## src/rtl/euler_pkg.sv

```systemverilog
// euler_pkg: shared constants and types for the Euler solver result path.
//   RESULT_W   - binary result width (64)
//   BCD_DIGITS - decimal digits needed for RESULT_W bits (20)
//   BCD_W      - packed BCD width (80)
//   conv_state_e - conversion FSM states (IDLE, SHIFT, DONE)
//   BLANK_CODE - nibble value used for suppressed leading digits
package euler_pkg;

  localparam int RESULT_W   = 64;
  localparam int BCD_DIGITS = 20;
  localparam int BCD_W      = BCD_DIGITS * 4;
  localparam int SCRATCH_W  = BCD_W + RESULT_W;
  localparam int CNT_W      = 7;

  localparam logic [3:0] BLANK_CODE = 4'hF;

  typedef enum logic [1:0] {
    IDLE  = 2'd0,
    SHIFT = 2'd1,
    DONE  = 2'd2
  } conv_state_e;

  // Replace zero digits above the most significant non-zero digit with
  // BLANK_CODE. Digit 0 is always kept so a zero value still shows "0".
  function automatic logic [BCD_W-1:0] blank_leading(input logic [BCD_W-1:0] b);
    logic [BCD_W-1:0] r;
    logic             lead;
    r    = b;
    lead = 1'b1;
    for (int i = BCD_DIGITS - 1; i >= 1; i--) begin
      if (lead && (b[i*4 +: 4] == 4'h0)) begin
        r[i*4 +: 4] = BLANK_CODE;
      end else begin
        lead = 1'b0;
      end
    end
    return r;
  endfunction

endpackage

```

## src/rtl/bcd_dabble_step.sv

```systemverilog
// bcd_dabble_step: one combinational double-dabble iteration.
//   scratch_i - {BCD field [143:64], binary field [63:0]}
//   scratch_o - scratch after add-3 correction of BCD nibbles >= 5,
//               shifted left by one bit
module bcd_dabble_step
  import euler_pkg::*;
(
  input  logic [SCRATCH_W-1:0] scratch_i,
  output logic [SCRATCH_W-1:0] scratch_o
);

  logic [SCRATCH_W-1:0] corr;

  always_comb begin
    corr = scratch_i;
    // Only the BCD field is corrected; the binary field shifts through as-is.
    for (int i = 0; i < BCD_DIGITS; i++) begin
      if (scratch_i[RESULT_W + 4*i +: 4] >= 4'd5) begin
        corr[RESULT_W + 4*i +: 4] = scratch_i[RESULT_W + 4*i +: 4] + 4'd3;
      end
    end
    scratch_o = {corr[SCRATCH_W-2:0], 1'b0};
  end

endmodule

```

## src/rtl/result_bcd_conv.sv

```systemverilog
// result_bcd_conv: captures a 64-bit solver result on a rising edge of
// results_valid and converts it to 20 packed BCD digits with a sequential
// double-dabble (one iteration per enabled clock, 64 iterations).
//
// Ports:
//   clk           - clock, rising edge
//   reset         - synchronous active-high reset
//   enable        - clock enable; low freezes all state and outputs
//   results_valid - level from the solver, high while results is final
//   results       - unsigned binary value to convert
//   busy          - high while a conversion is in progress
//   bcd_valid     - high while bcd holds a completed conversion
//   bcd           - digit 0 in [3:0] .. digit 19 in [79:76]
//
// Handshake: there is no back-pressure. A conversion starts on an enabled
// edge where results_valid is high and was low on the previous enabled edge.
// Rising edges seen while a conversion runs are dropped, not queued.
//
// Build option: define RESULT_BCD_BLANK_EN to replace leading zero digits
// (except digit 0) with 4'hF when the result is loaded.
module result_bcd_conv
  import euler_pkg::*;
(
  input  logic                clk,
  input  logic                reset,
  input  logic                enable,
  input  logic                results_valid,
  input  logic [RESULT_W-1:0] results,
  output logic                busy,
  output logic                bcd_valid,
  output logic [BCD_W-1:0]    bcd
);

  conv_state_e          state_q;
  logic                 rv_q;
  logic [SCRATCH_W-1:0] scratch_q;
  logic [SCRATCH_W-1:0] scratch_d;
  logic [CNT_W-1:0]     cnt_q;
  logic [CNT_W-1:0]     cnt_d;
  logic [BCD_W-1:0]     bcd_q;
  logic [BCD_W-1:0]     bcd_d;
  logic                 bcd_valid_q;
  logic                 busy_q;
  logic                 start;

  assign start = results_valid && !rv_q;
  assign cnt_d = cnt_q + 7'd1;

  bcd_dabble_step u_step (
    .scratch_i (scratch_q),
    .scratch_o (scratch_d)
  );

  // Value loaded into bcd on the final iteration.
  always_comb begin
`ifdef RESULT_BCD_BLANK_EN
    bcd_d = blank_leading(scratch_d[SCRATCH_W-1:RESULT_W]);
`else
    bcd_d = scratch_d[SCRATCH_W-1:RESULT_W];
`endif
  end

  always_ff @(posedge clk) begin
    if (reset) begin
      state_q     <= IDLE;
      rv_q        <= 1'b0;
      scratch_q   <= '0;
      cnt_q       <= '0;
      bcd_q       <= '0;
      bcd_valid_q <= 1'b0;
      busy_q      <= 1'b0;
    end else if (enable) begin
      // Edge detector tracks the input in every state, so an edge arriving
      // during SHIFT is consumed without starting anything.
      rv_q <= results_valid;
      case (state_q)
        IDLE, DONE: begin
          if (start) begin
            scratch_q   <= {{BCD_W{1'b0}}, results};
            cnt_q       <= '0;
            bcd_valid_q <= 1'b0;
            busy_q      <= 1'b1;
            state_q     <= SHIFT;
          end
        end
        SHIFT: begin
          scratch_q <= scratch_d;
          cnt_q     <= cnt_d;
          if (cnt_d == CNT_W'(RESULT_W)) begin
            bcd_q       <= bcd_d;
            bcd_valid_q <= 1'b1;
            busy_q      <= 1'b0;
            state_q     <= DONE;
          end
        end
        default: begin
          state_q <= IDLE;
          busy_q  <= 1'b0;
        end
      endcase
    end
  end

  assign busy      = busy_q;
  assign bcd_valid = bcd_valid_q;
  assign bcd       = bcd_q;

endmodule

```

## config.mk

```make
export PLATFORM = sky130hd
export DESIGN_NAME = result_bcd_conv
export DESIGN_NICKNAME = d
export VERILOG_FILES = /design/src/rtl/euler_pkg.sv /design/src/rtl/bcd_dabble_step.sv /design/src/rtl/result_bcd_conv.sv
export SDC_FILE = /design/constraint.sdc
export NUM_CORES = 1
export LEC_CHECK = 0
export ABC_AREA = 1
export CAP_MARGIN = 20
export CELL_PAD_IN_SITES_DETAIL_PLACEMENT = 0
export CELL_PAD_IN_SITES_GLOBAL_PLACEMENT = 1
export CORE_MARGIN = 2
export CORE_UTILIZATION = 40
export CTS_BUF_LIST = sky130_fd_sc_hd__clkbuf_8 sky130_fd_sc_hd__clkbuf_16
export CTS_CLUSTER_SIZE = 8
export DETAILED_ROUTE_END_ITERATION = 8
export GPL_ROUTABILITY_DRIVEN = 1
export PLACE_DENSITY_LB_ADDON = 0.1
export SYNTH_ARGS = -nofsm -noshare
export SYNTH_HDL_FRONTEND = slang
export SYNTH_HIERARCHICAL = 1
export SYNTH_SLANG_ARGS = --single-unit
```

## constraint.sdc

```tcl
create_clock -name clk -period 1.9 [get_ports clk]
set_input_delay 0.38 -clock clk [delete_from_list [all_inputs] [get_ports clk]]
set_output_delay 0.38 -clock clk [all_outputs]
set_load 0.05 [all_outputs]
```

==> flow_summary_export.csv <==
group,metric,value,unit
outcome,outcome,"completed",
synth,syn_inst,1625,
layout,nNetsFinal,1818,
pwr,peakVddDrop,0.490,mV
pwr,p_leak,0.00575,µW
critical_path,crit_fanout,9,
global_route,grt_pass1_vias,9586,
clocking,cts_tree,"yes",
placement,place_area,13300,µm²
critical_path,critPathArrivalTime,2.23,ns
timing,rsz0062_at_grt,"yes",
placement,dp.cells,2052,
detailed_routing,via_per_inst,4.87,
timing,worst_slack,0.0283,ns
floorplanning,coreArea,28600,µm²
run,drv_cap,0,
detailed_routing,drc,0,
global_route,grt_pass1_wl,45400,µm
layout,seqCellArea,4730,µm²
pwr,swShare,0.226,
placement,place_ws,-0.254,ns
placement,dpl.hpwl,17400,µm
critical_path,crit_family,"simple AND/OR/NAND/NOR gates",
pwr,p_switching,2610,µW
layout,nFillCells,2837,
clocking,path_clk_slew,0.05,ns
layout,postLayoutCellArea,14400,µm²
critical_path,cp.required,2.26,ns
pwr,totalPowerFinal,11500,µW
synth,ys_seq_elements,236,
critical_path,path_buf_inv,3,
clocking,cts_buffer_depth,3,
global_route,antenna_found_initial,0,
detailed_routing,wl,27100,µm
pwr,p_clk_frac,0.480,
layout,areaGrowthSynthToFinish,24.2,%
critical_path,max_stage_delay,0.33,ns
synth,ys_types,29,
layout,multi_input_area,5420,µm²
hold_path,hold_start,"reset",
pwr,internal_power,8930,µW
detailed_routing,dr_total_vias,10211,
timing,maxSlewViolCount,0,
critical_path,critPathCaptureType,"flip-flop",
hold_path,hp-class,"input pin to flip-flop",
layout,diodes,0,
pwr,power_density,801,nW/µm²
critical_path,reg2reg_from,"cnt_q[1]$_SDFFE_PP0P_",
detailed_routing,post_drt_wl_per_cell,13.0,µm
timing,finalSetupViolCount,0,
pwr,combPwrFrac,0.073,
detailed_routing,drt_iter0_drc,495,
timing,max_slew_margin,0.557,
clocking,cts.hold.buffers_added,0,
floorplanning,initial_core_util,0.405,
placement,gp_congestion,0.785,
critical_path,cp-start-kind,"flip-flop",
floorplanning,die_y,174,µm
layout,utilization,0.503,
timing,fin_worst_skew,0.00744,ns
detailed_routing,first_pass_iters,5,
synth,mappedNetlistArea,11600,µm²
critical_path,startpoint,"cnt_q[1]$_SDFFE_PP0P_",
placement,port_buffers,149,
global_route,grt_max_degree,90,
floorplanning,num_io_pins,150,
clocking,clockRootBuffer,"clkbuf_16",
timing,period_minus_slack,1.87,ns
synth,syn_nets,1734,
critical_path,criticalPathCategory,"flip-flop to flip-flop",
global_route,grt.total_usage,0.175,
global_route,grt-ovfl-total,0,
layout,layout-drive-gt1-share,0.122,
timing,hold_viol_final,0,
floorplanning,rows,62,
detailed_routing,postRouteAntennaNets,0,
synth,yosys_warnings,6,
floorplanning,dieArea,30400,µm²
synth,seq_area_frac_synth,0.407,
timing,worst_pin_slew,0.665,ns
clocking,cts_htree_levels,2,
timing,period_share,0.985,
critical_path,crit_chain,"ha_4 > nand2_4 > inv_2 > nand3b_1 > nand3_1 > nor2_1 > buf_4 > nand3_4 > buf_12 > o21ai_0 > a21oi_1",
critical_path,cp_slowest_cell,"dfxtp_2",
floorplanning,die_w,174,µm
clocking,cts.sinks,236,
layout,stdcell_count,2095,
clocking,numCtsBuffers,35,
clocking,clkLatencyLatePin,0.49,ns
timing,fmax,534,MHz
pwr,seqPwrFrac,0.447,
synth,syn_avg_cell_area,7.14,µm²
[synthesized netlist by cell type, drive strengths merged]
cell	n	share of area
a21oi	207	0.091
a22oi	1	0.00065
a31oi	64	0.035
buf	94	0.060
clkbuf	60	0.019
clkinv	4	0.0013
conb	1	0.00032
dfxtp	236	0.41
ha	41	0.044
inv	184	0.060
nand2	439	0.14
nand3	42	0.019
nand3b	1	0.00065
nand4	1	0.00054
nor2	27	0.015
o211ai	1	0.00065
o21ai	220	0.10
o21bai	1	0.00065
xnor2	1	0.00076
[flip-flops by register name, summed over array words and instances (netlist names)]
name	cells
state_q	2
rv_q	1
busy	1
bcd	80
cnt_q	7
scratch_q	144
bcd_valid	1
[what timing repair did]
action                                  4_1_cts  5_1_grt
resized for setup                            83       98
setup buffers                                 0        0
endpoints found under the setup margin       98       80
pin swaps                                     0        6
cloned                                        1        3
[worst paths after layout]
path                                to  slack [ns]  depth (start not counted)
setup / recovery  bcd[48]$_SDFFE_PP0P_        0.03                         11
hold / removal    bcd[11]$_SDFFE_PP0P_        0.40                          5
setup reg to reg  bcd[48]$_SDFFE_PP0P_        0.03                         11
hold reg to reg    bcd[9]$_SDFFE_PP0P_        0.44                          2
[cell type report]
cell class,instances,area share
multi-input combinational,1047,0.377
sequential,236,0.328
timing repair buffer,201,0.146
clock buffer,39,0.0662
inverter,188,0.0491
tap,384,0.0334
[tightest hold or removal path: cells and delay by family]
family / cells / cell delay, ns
AO/OA/AOI/OAI: 2 / 0.09
buffers and inverters: 3 / 0.37
[placed cells by master (no fill, tap or decap), types with 41 or more instances in the layout]
master / instances
a21oi_1: 193
a31oi_1: 64
clkdlybuf4s50_1: 66
dfxtp_1: 233
dlygate4sd2_1: 79
inv_1: 152
nand2_1: 431
nand3_1: 41
o21ai_0: 114
o21ai_1: 64
o21ai_2: 41
[power groups by stage]
stage	clock network [µW]	logic, µW	registers [µW]
4_1_cts	5720	832	5150
3_5_place_dp	0	831	5250
5_1_grt	5940	935	5160
3_3_place_gp	0	821	5250
2_1_floorplan	0	612	5240
6_report	5540	837	5160
[metal layers]
metal	vias to the layer above	wire length, µm	global-route usage
li1	5383	-	-
met1	4618	13600	0.242
met2	172	12000	0.281
met3	38	1160	0.0332
met4	0	452	0.0459
met5	-	0	0
[logic make-up (layout without fill, tap and decap cells)]
group / Yosys count / after routing / synth area share
compound gates: 494 / 494 / 0.228
xor+xnor: 1 / 1 / 0.000755
fa+ha+maj: 41 / 41 / 0.0442
buf+inv: 342 / 428 / 0.140
flops: 236 / 236 / 0.407
other cells: 1 / 1 / 0.000323
simple gates: 510 / 510 / 0.179
[through the flow]
step	hold WS, ns	TNS, ns
final	0.395	0
after global routing	0.426	-2.12
after CTS	0.418	-0.0100
after detailed placement	0.435	-41.82
after global placement	0.431	-41.09
after floorplan	0.441	0
(Power assumes the default switching activity.)
